## src/rtl/vme_system_arbiter.sv

```systemverilog
// vme_system_arbiter: VME slot-1 system controller. It arbitrates BR3..BR0, drives the BG chain heads and BCLR, and runs the global bus timer.
// Latency: request->grant 3 edges, BBSY->grant release 3 edges, DS strobe->timer BERR BUS_TIMEOUT+3 edges.
// Backpressure: none; a grant is held until BBSY answers it or GRANT_TIMEOUT expires. `enable` low forces IDLE with inactive outputs.
// Optional: define VME_ROUND_ROBIN_EN for round-robin arbitration; in that build BCLR is never driven.
module vme_system_arbiter #(
  parameter int GRANT_TIMEOUT = 64,
  parameter int BUS_TIMEOUT   = 1024,
  parameter int TIMER_WIDTH   = 11
) (
  input  logic       clock,
  input  logic       reset,
  input  logic       enable,
  input  logic [3:0] vme_bus_request,
  input  logic       vme_bus_busy,
  input  logic       vme_as,
  input  logic [1:0] vme_ds,
  input  logic       vme_dtack,
  input  logic       vme_berr,
  output logic [3:0] vme_bus_grant_out,
  output logic       vme_bus_clear,
  output logic       vme_berr_out,
  output logic [1:0] grant_level,
  output logic       timeout_flag
);

  typedef logic [TIMER_WIDTH-1:0] cnt_t;
  typedef enum logic [1:0] {ST_IDLE, ST_GRANT, ST_BUSY} state_t;

  // The last grant cycle is GRANT_TIMEOUT-1 counts after entry, so the grant is low for exactly GRANT_TIMEOUT edges.
  localparam cnt_t GRANT_LAST = cnt_t'(GRANT_TIMEOUT - 1);
  localparam cnt_t BUS_LIMIT  = cnt_t'(BUS_TIMEOUT);

  // Synchronizer vector: {BR[3:0], BBSY, AS, DS[1:0], DTACK, BERR}. All of these are active-low on the backplane.
  logic [9:0] sync1_d, sync1_q, sync2_d, sync2_q;

  // Internal active-high views of the synchronized backplane signals
  logic [3:0] req_act;
  logic       bbsy_act, as_act, dtack_act, berr_act;
  logic [1:0] ds_act;
  logic       strobe;

  state_t     state_d, state_q;
  cnt_t       gcnt_d, gcnt_q;
  logic [1:0] level_d, level_q;
  logic [3:0] grant_d, grant_q;
  logic       bclr_d, bclr_q;
  cnt_t       tcnt_d, tcnt_q;
  logic       berr_d, berr_q;
  logic       flag_d, flag_q;

`ifdef VME_ROUND_ROBIN_EN
  // Round-robin: search from last-1 downwards and wrap 0->3. The first requester found wins.
  function automatic logic [1:0] pick_level(input logic [3:0] req, input logic [1:0] last);
    logic [1:0] lvl;
    logic [1:0] cand;
    lvl = last;
    for (int i = 4; i >= 1; i--) begin
      cand = last - 2'(i);
      if (req[cand]) lvl = cand;
    end
    return lvl;
  endfunction
`else
  // Fixed priority: BR3 > BR2 > BR1 > BR0
  function automatic logic [1:0] pick_level(input logic [3:0] req, input logic [1:0] last);
    logic [1:0] lvl;
    lvl = last;
    for (int i = 0; i < 4; i++) begin
      if (req[i]) lvl = 2'(i);
    end
    return lvl;
  endfunction
`endif

  assign req_act   = ~sync2_q[9:6];
  assign bbsy_act  = ~sync2_q[5];
  assign as_act    = ~sync2_q[4];
  assign ds_act    = ~sync2_q[3:2];
  assign dtack_act = ~sync2_q[1];
  assign berr_act  = ~sync2_q[0];

  // The data-transfer timer runs only while a strobed cycle waits for an acknowledge.
  assign strobe = as_act & (|ds_act) & ~dtack_act & ~berr_act;

  // Synchronizer next-state values
  always_comb begin
    sync1_d = {vme_bus_request, vme_bus_busy, vme_as, vme_ds, vme_dtack, vme_berr};
    sync2_d = sync1_q;
  end

  // Two-flop synchronizer. It resets to the deasserted (high) backplane level.
  always_ff @(posedge clock or negedge reset) begin
    if (!reset) begin
      sync1_q <= '1;
      sync2_q <= '1;
    end else begin
      sync1_q <= sync1_d;
      sync2_q <= sync2_d;
    end
  end

  // Arbitration FSM next state, plus the grant and BCLR values registered alongside the state
  always_comb begin
    state_d = state_q;
    gcnt_d  = gcnt_q;
    level_d = level_q;
    unique case (state_q)
      ST_IDLE: begin
        if (!bbsy_act && (|req_act)) begin
          level_d = pick_level(req_act, level_q);
          gcnt_d  = '0;
          state_d = ST_GRANT;
        end
      end
      ST_GRANT: begin
        // A withdrawn request does not end the grant. BBSY wins a tie with the timeout.
        if (bbsy_act) begin
          state_d = ST_BUSY;
        end else if (gcnt_q == GRANT_LAST) begin
          state_d = ST_IDLE;
        end else begin
          gcnt_d = gcnt_q + 1'b1;
        end
      end
      ST_BUSY: begin
        if (!bbsy_act) state_d = ST_IDLE;
      end
      default: state_d = ST_IDLE;
    endcase
    if (!enable) begin
      state_d = ST_IDLE;
      gcnt_d  = '0;
      level_d = '0;
    end

    grant_d = 4'hF;
    if (state_d == ST_GRANT) grant_d[level_d] = 1'b0;

    bclr_d = 1'b1;
`ifndef VME_ROUND_ROBIN_EN
    // Ask the owner to release when a strictly higher level is waiting. The request vector shifted down by the level exceeds 1 exactly then.
    if ((state_d == ST_BUSY) && ((req_act >> level_q) > 4'd1)) bclr_d = 1'b0;
`endif
  end

  // Bus timer: saturating count of unacknowledged strobe cycles. BERR is held until both DS return high.
  always_comb begin
    tcnt_d = tcnt_q;
    berr_d = berr_q;
    flag_d = flag_q;
    if (!berr_q) begin
      if (ds_act == 2'b00) begin
        berr_d = 1'b1;
        tcnt_d = '0;
      end else if (!strobe) begin
        tcnt_d = '0;
      end
    end else if (!strobe) begin
      tcnt_d = '0;
    end else if (tcnt_q == BUS_LIMIT) begin
      berr_d = 1'b0;
      flag_d = 1'b1;
    end else begin
      tcnt_d = tcnt_q + 1'b1;
    end
    // The sticky flag survives a disable; only reset clears it.
    if (!enable) begin
      berr_d = 1'b1;
      tcnt_d = '0;
    end
  end

  // State, counters and all registered outputs
  always_ff @(posedge clock or negedge reset) begin
    if (!reset) begin
      state_q <= ST_IDLE;
      gcnt_q  <= '0;
      level_q <= '0;
      grant_q <= 4'hF;
      bclr_q  <= 1'b1;
      tcnt_q  <= '0;
      berr_q  <= 1'b1;
      flag_q  <= 1'b0;
    end else begin
      state_q <= state_d;
      gcnt_q  <= gcnt_d;
      level_q <= level_d;
      grant_q <= grant_d;
      bclr_q  <= bclr_d;
      tcnt_q  <= tcnt_d;
      berr_q  <= berr_d;
      flag_q  <= flag_d;
    end
  end

  assign vme_bus_grant_out = grant_q;
  assign vme_bus_clear     = bclr_q;
  assign vme_berr_out      = berr_q;
  assign grant_level       = level_q;
  assign timeout_flag      = flag_q;

endmodule

```

## config.mk

```make
export PLATFORM = sky130hd
export DESIGN_NAME = vme_system_arbiter
export DESIGN_NICKNAME = d
export VERILOG_FILES = /design/src/rtl/vme_system_arbiter.sv
export SDC_FILE = /design/constraint.sdc
export NUM_CORES = 1
export LEC_CHECK = 0
export BUFFER_PORTS_ARGS = -buffer_cell sky130_fd_sc_hd__clkbuf_2
export CORE_ASPECT_RATIO = 0.7
export CORE_MARGIN = 4
export CORE_UTILIZATION = 50
export CTS_BUF_LIST = sky130_fd_sc_hd__clkbuf_16
export DETAILED_ROUTE_END_ITERATION = 7
export GPL_ROUTABILITY_DRIVEN = 1
export GPL_TIMING_DRIVEN = 0
export PLACE_DENSITY_LB_ADDON = 0.1
export SLEW_MARGIN = 15
export SYNTH_ARGS = -nofsm -noshare
export SYNTH_HDL_FRONTEND = slang
export SYNTH_SLANG_ARGS = --single-unit
export TNS_END_PERCENT = 20
```

## constraint.sdc

```tcl
create_clock -name clock -period 1.92 [get_ports clock]
set_input_delay 0.288 -clock clock [delete_from_list [all_inputs] [get_ports clock]]
set_output_delay 0.288 -clock clock [all_outputs]
set_load 0.05 [all_outputs]
```

-- Yosys cells after proc, flatten, opt, wreduce, memory -nomap -nowiden
Cells that the tools add are included.
- bits in registers: 53
- word-level logic and storage cells: 78
- input bits: 13
- output and inout bits: 9
- magnitude comparators: 3
- shift operators: 1
- reductions and logical operators: 10
- bitwise operators: 7
- add/sub/neg operators: 2
- equal/unequal tests: 12
- muxes and demuxes: 33
- operators by type and width (kind ; count):
    $mux W11 ; 10
    $mux W2 ; 12
    $add A11 B1 Y11 const B ; 2
    $pmux W11 S2 ; 1
    $eq A11 B11 Y1 const B ; 1
    $eq A11 B6 Y1 const B ; 1
    $ne A3 B3 Y1 const B ; 3
    $not A4 Y4 ; 2
    $mux W1 ; 7
    $pmux W2 S3 ; 1
    $eq A2 B1 Y1 const B ; 2
    $eq A2 B2 Y1 const B ; 2
    $gt A4 B1 Y1 const B ; 1
    $logic_not A2 Y1 ; 2
    $mux W4 ; 1
    $ne A4 B2 Y1 const B ; 1
    $ne A4 B4 Y1 const B ; 1
    $reduce_and A4 Y1 ; 1
    $reduce_or A4 Y1 ; 1
    $shr A4 B2 Y4 ; 1
    $and A1 B1 Y1 ; 3
    $logic_and A1 B1 Y1 ; 3
    $lt A2 B3 Y1 const B ; 1
    $ne A3 B1 Y1 const B ; 1
    7 further kinds ; 7

-- Longest topological paths before layout
Gate-level depths: netlist of run 1.
- depth after elaboration: 14
- mapped depth: 7
- mapped depth without buffers: 7

-- Worst setup path before layout of run 1
OpenSTA, ideal clock, no wires.
- kind: reg2reg
- start point: register sync2_q[5]
- end point: register gcnt_q[5]
- library setup time: 0.078 ns
- period minus slack after synthesis: 1.714 ns
- required time: 1.842 ns
- arrival: 1.636 ns
- buffers on the path: 0
- cell stages (with the launch flop): 6
- slack: 0.206 ns
- path through: dfstp_2 > nor3b_2 > a221oi_1 > a21o_4 > or3_1 > a21oi_1
- word-level cells in the longest chain between the ends: 3
- elaborated cells on any way between the ends: 4
- those cells by class: eq/ne (2); reduce/logical (2)
- ends and longest elaborated chain (what ; RTL line ; text):
    start, declared ; 34 ; logic [9:0] sync1_d, sync1_q, sync2_d, sync2_q;
    start signal, assigned ; 98 ; sync2_q <= sync2_d;
    $logic_and A1 B1 Y1 ; 109 ; if (!bbsy_act && (|req_act)) begin
    $ne A3 B3 Y1 (no line) ; -- ;
    $reduce_and A4 Y1 (no line) (*) ; -- ;
    end signal, assigned ; 186 ; gcnt_q <= gcnt_d;
    end, declared ; 43 ; cnt_t gcnt_d, gcnt_q;
Mark *: on every way between the ends. The rest lies on a longest branch, timed or not.
A chain may end at the register's enable or synchronous reset.

-- Final worst setup path of run 1
- start point: register gcnt_q[9]
- end point: register gcnt_q[9]
- word-level cells in the longest chain between the ends: 5
- elaborated cells on any way between the ends: 8
- those cells by class: add/sub (1); eq/ne (2); mux (4); reduce/logical (1)
- ends and longest elaborated chain (what ; RTL line ; text):
    $add A11 B1 Y11 ; 122 ; gcnt_d = gcnt_q + 1'b1;
    $mux W11 ; 119 ; end else if (gcnt_q == GRANT_LAST) begin
    $mux W11 ; 117 ; if (bbsy_act) begin
    $pmux W11 S2 ; 107 ; unique case (state_q)
    $mux W11 ; 130 ; if (!enable) begin
Several ways; a longest one is shown, not always the timed one. The select of a mux whose other input is x is not followed.

==> metrics, run 1 <==
status completed; Hold Path Class input port to async pin; setup ws final 0.0458 ns; Final Max Tran Viols 0; final non-filler cell total between 200 and 300; CORE AREA 4090 um^2; IO Pins 22; routability cong. 0.833; GRT Resource Usage Total approximately 17%; crit-path cells or4_4 -> nor4_4 -> a21o_4 -> buf_8 -> o21ai_1 -> a21oi_1; Tmin final ~1.9 ns; Fin Clk Skew 0.00829 ns; Die H between 60 and 70 um; asr flop ratio synth 100%; clock latency on the worst-skew pair about 0.3 ns; DRT Pass-1 Iters 4; area share of the leading cell type in the synthesized netlist 31.0%; register area ~1400 um^2; cell row count 19; antenna cells 0; crit share post-route 97.6%; worst-path maximum fanout 10; Worst Tran Pin Value 0.675 ns; final HPWL from detailed placement around 2700 um; CP endpoint kind register; Cells after Synth 194; Placed Cells around 270; clk slew on worst S/H paths 0.07 ns; Synth Flop Type dfrtp_1; Pwr Total 2.28 mW; vias in the first global route between 1500 and 2000; Final Hold Fails 0; Num Clock Sinks 53; Congestion Overflow GR 0; multi-input logic area 826 um^2; CP startpoint kind register; largest net degree at the start of global routing 54; vias 1497; Hold-fix buffers, CTS 0; Area contributors post-synth dfstp_2, dfrtp_1, nand2_1; first-pass GRT wire length 7300 um; crit path max-delay cell type or4_4; max incr delay on CP 0.54 ns; CTS buffer count 5; Mapped Avg Cell Area 11.3 um^2; largest delay contributor family on the critical path simple AND/OR/NAND/NOR gates; Die W 87.3 um; CP Data Arrival Time 2.09 ns; WP buf/inv 1; Critical Setup Path Class register to register; number of distinct library cells after synthesis 39; number of buffers added on ports 21; power per cell area roughly 890 nW/um^2; Max Buffers Root-to-Sink 2; Post-Place Worst Slack 0.00716 ns; Setup violations, final 0; Vias per Instance 5.44; Avg WL per Cell 14.6 um; Peak supply drop 0.658 mV; number of synthesized flops with an enable pin 0; Hold Worst Slack about 0.059 ns; Seq/Total Area, Yosys 61.7%; Yosys top cell by area dfstp_2; Finished Core Util 62.6%; Initial Util 53.8%; Cell Area, Placed between 2000 and 2500 um^2; Synth Net Count 210; RSZ-0062 raised after global routing true; Leakage 1.08 nW; CTS tree yes; Antenna Violating Nets Remaining 0; Routed WL 4000 um; Synth Register Bits 53; fin nets ~240; die area 5540 um^2; synth warn 0; P&R area growth vs syn 16.3%; Max-Cap Viols 0; final instance area approximately 2600 um^2; DR iter-0 viols 123; Synth Cell Area 2200 um^2; Final TNS setup 0 ns; initial antenna violation count 0; H-Tree Depth 2; layout cells sized above 1 between 20% and 30%; Clock Tree Root clkbuf_16; Relative slew margins 55.0%; Fillers 348; Fmax ~530 MHz; critical path required time 2.14 ns; DRC errors left 0
-- final timing paths --
path	from	slack (ns)	depth (start not counted)	endpoint
hold reg to reg	sync1_q[5]$_DFF_PN1_	0.36	0	sync2_q[5]$_DFF_PN1_
setup / recovery	gcnt_q[9]$_DFFE_PN0P_	0.05	6	gcnt_q[9]$_DFFE_PN0P_
max in group asynchronous	reset	1.42	1	gcnt_q[7]$_DFFE_PN0P_
setup reg to reg	gcnt_q[9]$_DFFE_PN0P_	0.05	6	gcnt_q[9]$_DFFE_PN0P_
min in group clock	vme_bus_request[1]	0.06	1	sync1_q[7]$_DFF_PN1_
hold / removal	reset	0.06	1	grant_level[0]$_DFF_PN0_
-- metal layers --
layer / wire length [um] / vias to the layer above / track usage (%) / part of all wire [%]
li1: - / 731 / - / -
met1: 1910 / 735 / 22.9 / 48
met2: 1880 / 22 / 25.8 / 47
met3: 138 / 9 / 4.04 / 3.4
met4: 76 / 0 / 7.66 / 1.9
met5: 0 / - / 0 / 0
-- layout make-up --
type | instances | share of cell area [%]
Sequential cell | 53 | 53.1
Multi-Input combinational cell | 131 | 32.3
Clock buffer | 5 | 4.89
Timing Repair Buffer | 21 | 4.20
Tap cell | 52 | 2.54
Clock inverter | 3 | 1.12
Inverter | 7 | 1.03
Buffer | 3 | 0.880
-- synth_stat cells, types with 2 or more instances --
master / n
dfrtp_1: 27
and3_1: 6
xor2_1: 8
xnor2_1: 4
clkbuf_1: 2
nor3_1: 2
nand2_1: 23
ha_1: 3
nand3_1: 7
dfstp_2: 26
inv_1: 7
nor2_1: 16
a21boi_0: 2
o21ai_0: 3
o21a_1: 2
o21ai_1: 11
nand4_1: 6
nand3b_1: 2
and4_1: 3
a21oi_1: 10
or3_1: 6
-- what timing repair did --
item | 4_1_cts | 5_1_grt
pin swaps | 0 | 1
setup endpoints to repair | 3 | 11
gates resized for setup | 2 | 3
setup buffers | 0 | 0
-- state kept, by name (all words and copies together), names as in the netlist --
| name | cells |
|---|---|
| gcnt_q | 11 |
| grant_level | 2 |
| state_q | 2 |
| sync1_q | 10 |
| sync2_q | 10 |
| tcnt_q | 11 |
| timeout_flag | 1 |
| vme_berr_out | 1 |
| vme_bus_clear | 1 |
| vme_bus_grant_out | 4 |
-- cells by family (layout without fill, tap and decap cells) --
kind of cell             Yosys count  in the layout  share of synthesized area [%]
AO/OA/AOI/OAI                     35             35                           9.72
XOR/XNOR                          12             12                           4.78
adder cells (fa/ha/maj)            3              3                           1.71
buffers and inverters             10             39                           2.22
flip-flops                        53             53                           61.7
AND/OR/NAND/NOR                   81             81                           19.8
-- report_power, final --
group          switching (mW)  internal [mW]
combinational           0.104         0.0491
clock                   0.431          0.500
sequential             0.0229           1.17
-- cells in the final DEF (no fill, tap or decap), drive strengths merged --
cell type / n
clkbuf: 28
dfrtp: 27
dfstp: 26
nand2: 23
nor2: 16
o21ai: 14
a21oi: 10
inv: 9
xor2: 8
nand3: 7
nand4: 6
and3: 6
or3: 6
xnor2: 4
and4: 3
ha: 3
a21boi: 2
nor3: 2
nand3b: 2
o21a: 2
nor4: 2
or2: 2
nor2b: 1
or4: 1
nor3b: 1
nand2b: 1
a22oi: 1
nor4b: 1
a211oi: 1
a41oi: 1
and2: 1
a221oi: 1
a21o: 1
buf: 1
o31ai: 1
o41ai: 1
clkinv: 1
-- worst register-to-register path, stage by stage, from the launching register on --
cell     delay [ns]
dfrtp_1        0.42
or4_4          0.54
nor4_4         0.25
a21o_4         0.22
buf_8          0.14
o21ai_1        0.07
a21oi_1        0.16
Note: power is estimated with default switching activity, not from simulation.
==> inputs of run 2 (changes only) <==
--- a/config.mk
+++ b/config.mk
@@ -13,6 +13,7 @@
 export DETAILED_ROUTE_END_ITERATION = 7
 export GPL_ROUTABILITY_DRIVEN = 1
 export GPL_TIMING_DRIVEN = 0
+export MAX_ROUTING_LAYER = met4
 export PLACE_DENSITY_LB_ADDON = 0.1
 export SLEW_MARGIN = 15
 export SYNTH_ARGS = -nofsm -noshare
==> run 2 against run 1 <==
Clock power about the same. Count of clock-buffer cells in the layout unchanged. Largest cell class unchanged. Cell count stayed put. Cell area unchanged. Combinational power is essentially flat. First-iteration DRC count is 13% lower. Die area is the same. Maximum frequency up 0.46%. Via count down 0.40%. Core utilization is the same. Sequential share of layout area unchanged. Worst hold slack improved by 0.0011 ns.
==> metrics, run 2 (synthesis gave the netlist of run 1 again) <==
status completed; Avg WL per Cell 14.4 um (-0.85%); CP endpoint kind register; Antenna Violating Nets Remaining 0 (unchanged); Relative slew margins 54.9% (-0.13 points); Fillers 348 (unchanged); Critical Setup Path Class register to register; register area 1360 um^2 (unchanged); worst-path maximum fanout 10 (unchanged); Critical path destination gcnt_q[9]$_DFFE_PN0P_; Tmin final 1.87 ns (-0.00856 ns); NetSw 0.554 mW (-0.48%); Initial Util 53.8% (unchanged); most frequent cells in the layout dfrtp_1, dfstp_2, nand2_1, clkbuf_2, nor2_1; Final Max Tran Viols 0 (unchanged); crit share post-route 97.2% (-0.45 points); clk slew on worst S/H paths 0.07 ns (about the same); Hold Path Class input port to async pin; most common cell after layout, fill and taps aside dfrtp_1; GRT Resource Usage Total 17.4% (+0.42 points); cell row count 19 (unchanged); clock network fraction of total power 40.8% (about the same); DR iter-0 viols 107 (-13%); max incr delay on CP 0.54 ns (about the same); multi-input logic area 826 um^2 (unchanged); Final Hold Fails 0 (unchanged); final non-filler cell total 275 (unchanged); Max-Cap Viols 0 (unchanged); fin nets 238 (unchanged); clock latency on the worst-skew pair 0.30 ns (about the same); crit-path cells or4_4 -> nor4_4 -> a21o_4 -> buf_8 -> o21ai_1 -> a21oi_1; Setup violations, final 0 (unchanged); Num Clock Sinks 53 (unchanged); Reg2Reg Setup Slack 0.05 ns (about the same); critical path launch point gcnt_q[9]$_DFFE_PN0P_; Worst Tran Pin Value 0.677 ns (+0.00196 ns); antenna cells 0 (unchanged); Peak supply drop 0.658 mV (about the same); Congestion Overflow GR 0 (unchanged); final HPWL from detailed placement 2680 um (unchanged); DRT Pass-1 Iters 4 (unchanged); Max Buffers Root-to-Sink 2 (unchanged); top flop regs gcnt_q (11), tcnt_q (11); CTS tree yes; largest delay contributor family on the critical path simple AND/OR/NAND/NOR gates; Finished Core Util 62.6% (unchanged); vias 1491 (-0.40%); CTS buffer count 5 (unchanged); P_int 1.72 mW (about the same); H-Tree Depth 2 (unchanged); Clock Tree Root clkbuf_16; number of buffers added on ports 21 (unchanged); die area 5540 um^2 (unchanged); CP Data Arrival Time 2.08 ns (about the same); IO Pins 22 (unchanged); r2r endpoint gcnt_q[9]$_DFFE_PN0P_; Switching Share 24.4% (-0.087 points); Fin Clk Skew 0.00724 ns (-0.00105 ns); first-pass GRT wire length 7290 um (-0.19%); Leakage 1.08 nW (unchanged); largest net degree at the start of global routing 54 (unchanged); Vias per Instance 5.42 (-0.40%); Die H 63.5 um (unchanged); RSZ-0062 raised after global routing true; CORE AREA 4090 um^2 (unchanged); initial antenna violation count 0 (unchanged); Cell Area, Placed 2370 um^2 (unchanged); layout cells sized above 1 29.1% (unchanged); CP startpoint kind register; crit path max-delay cell type or4_4; combinational share of power 6.7% (about the same); RR Startpoint gcnt_q[9]$_DFFE_PN0P_; P&R area growth vs syn 16.3% (unchanged); Placed Cells 267 (unchanged); Fmax 536 MHz (+0.46%); DRC errors left 0 (unchanged); FF-to-FF path depth 6 (unchanged); Die W 87.3 um (unchanged); Pwr Total 2.27 mW (-0.12%); routability cong. 0.845 (+1.5%); power per cell area 888 nW/um^2 (-0.12%); Worst path depth 6 (unchanged); critical path required time 2.14 ns (about the same); final instance area 2560 um^2 (unchanged); vias in the first global route 1587 (+0.25%); Routed WL 3970 um (-0.85%); WP buf/inv 1 (unchanged); Flop pwr share 52.5% (about the same)
## run 2: routing by layer
layer / vias to the layer above / wire length, um / global-route usage, %
met3: 5 / 129 / 4.04
met4: 0 / 60 / 7.66
met1: 725 / 1950 / 22.7
met2: 29 / 1830 / 25.9
met5: - / 0 / -
li1: 732 / - / -
## run 2: how the worst min path moves through the flow
stage                                     from                        to
after floorplan                          reset     gcnt_q[0]$_DFFE_PN0P_
after global placement    sync1_q[0]$_DFF_PN1_      sync2_q[0]$_DFF_PN1_
after detailed placement  sync1_q[4]$_DFF_PN1_      sync2_q[4]$_DFF_PN1_
after CTS                   vme_bus_request[1]      sync1_q[7]$_DFF_PN1_
after global routing                  vme_berr      sync1_q[0]$_DFF_PN1_
final                                    reset  grant_level[0]$_DFF_PN0_
## run 2: worst register-to-register path, delay by kind of cell, from the launching register on
kind                   cells  cell delay (ns)
AND/OR/NAND/NOR            2             0.78
AO/OA/AOI/OAI              3             0.44
flip-flops                 1             0.42
buffers and inverters      1             0.14
## run 2: final cells by class
cell class                      instances  share of cell area (%)
Sequential cell                        53                    53.1
Multi-Input combinational cell        131                    32.3
Timing Repair Buffer                   21                    4.20
Clock buffer                            5                    4.89
Tap cell                               52                    2.54
Clock inverter                          3                    1.12
Inverter                                7                    1.03
Buffer                                  3                   0.880
## run 2: power by group through the flow
stage	Combinational [mW]	Clock, mW	Sequential [mW]
2_1_floorplan	0.0638	0	1.23
3_3_place_gp	0.146	0	1.21
3_5_place_dp	0.150	0	1.21
4_1_cts	0.153	0.954	1.19
5_1_grt	0.172	1.01	1.20
6_report	0.153	0.928	1.19
## run 2: metrics by stage
stage	worst slack, ns	setup TNS, ns	hold WS, ns
final	0.0544	0	0.0599
after global routing	-0.0257	-0.0332	0.0475
after CTS	0.0190	0	0.0585
after detailed placement	0.00716	0	0.347
after global placement	-0.00162	-0.00162	0.345
after floorplan	0.206	0	-0.00759
## run 2: timing repair
action | CTS | global route
setup buffers | 0 | 0
endpoints found under the setup margin | 3 | 11
hold buffers | 0 | 0
pin swaps | 0 | 1
gates resized for setup | 2 | 3
endpoints found under the hold margin | 0 | 0
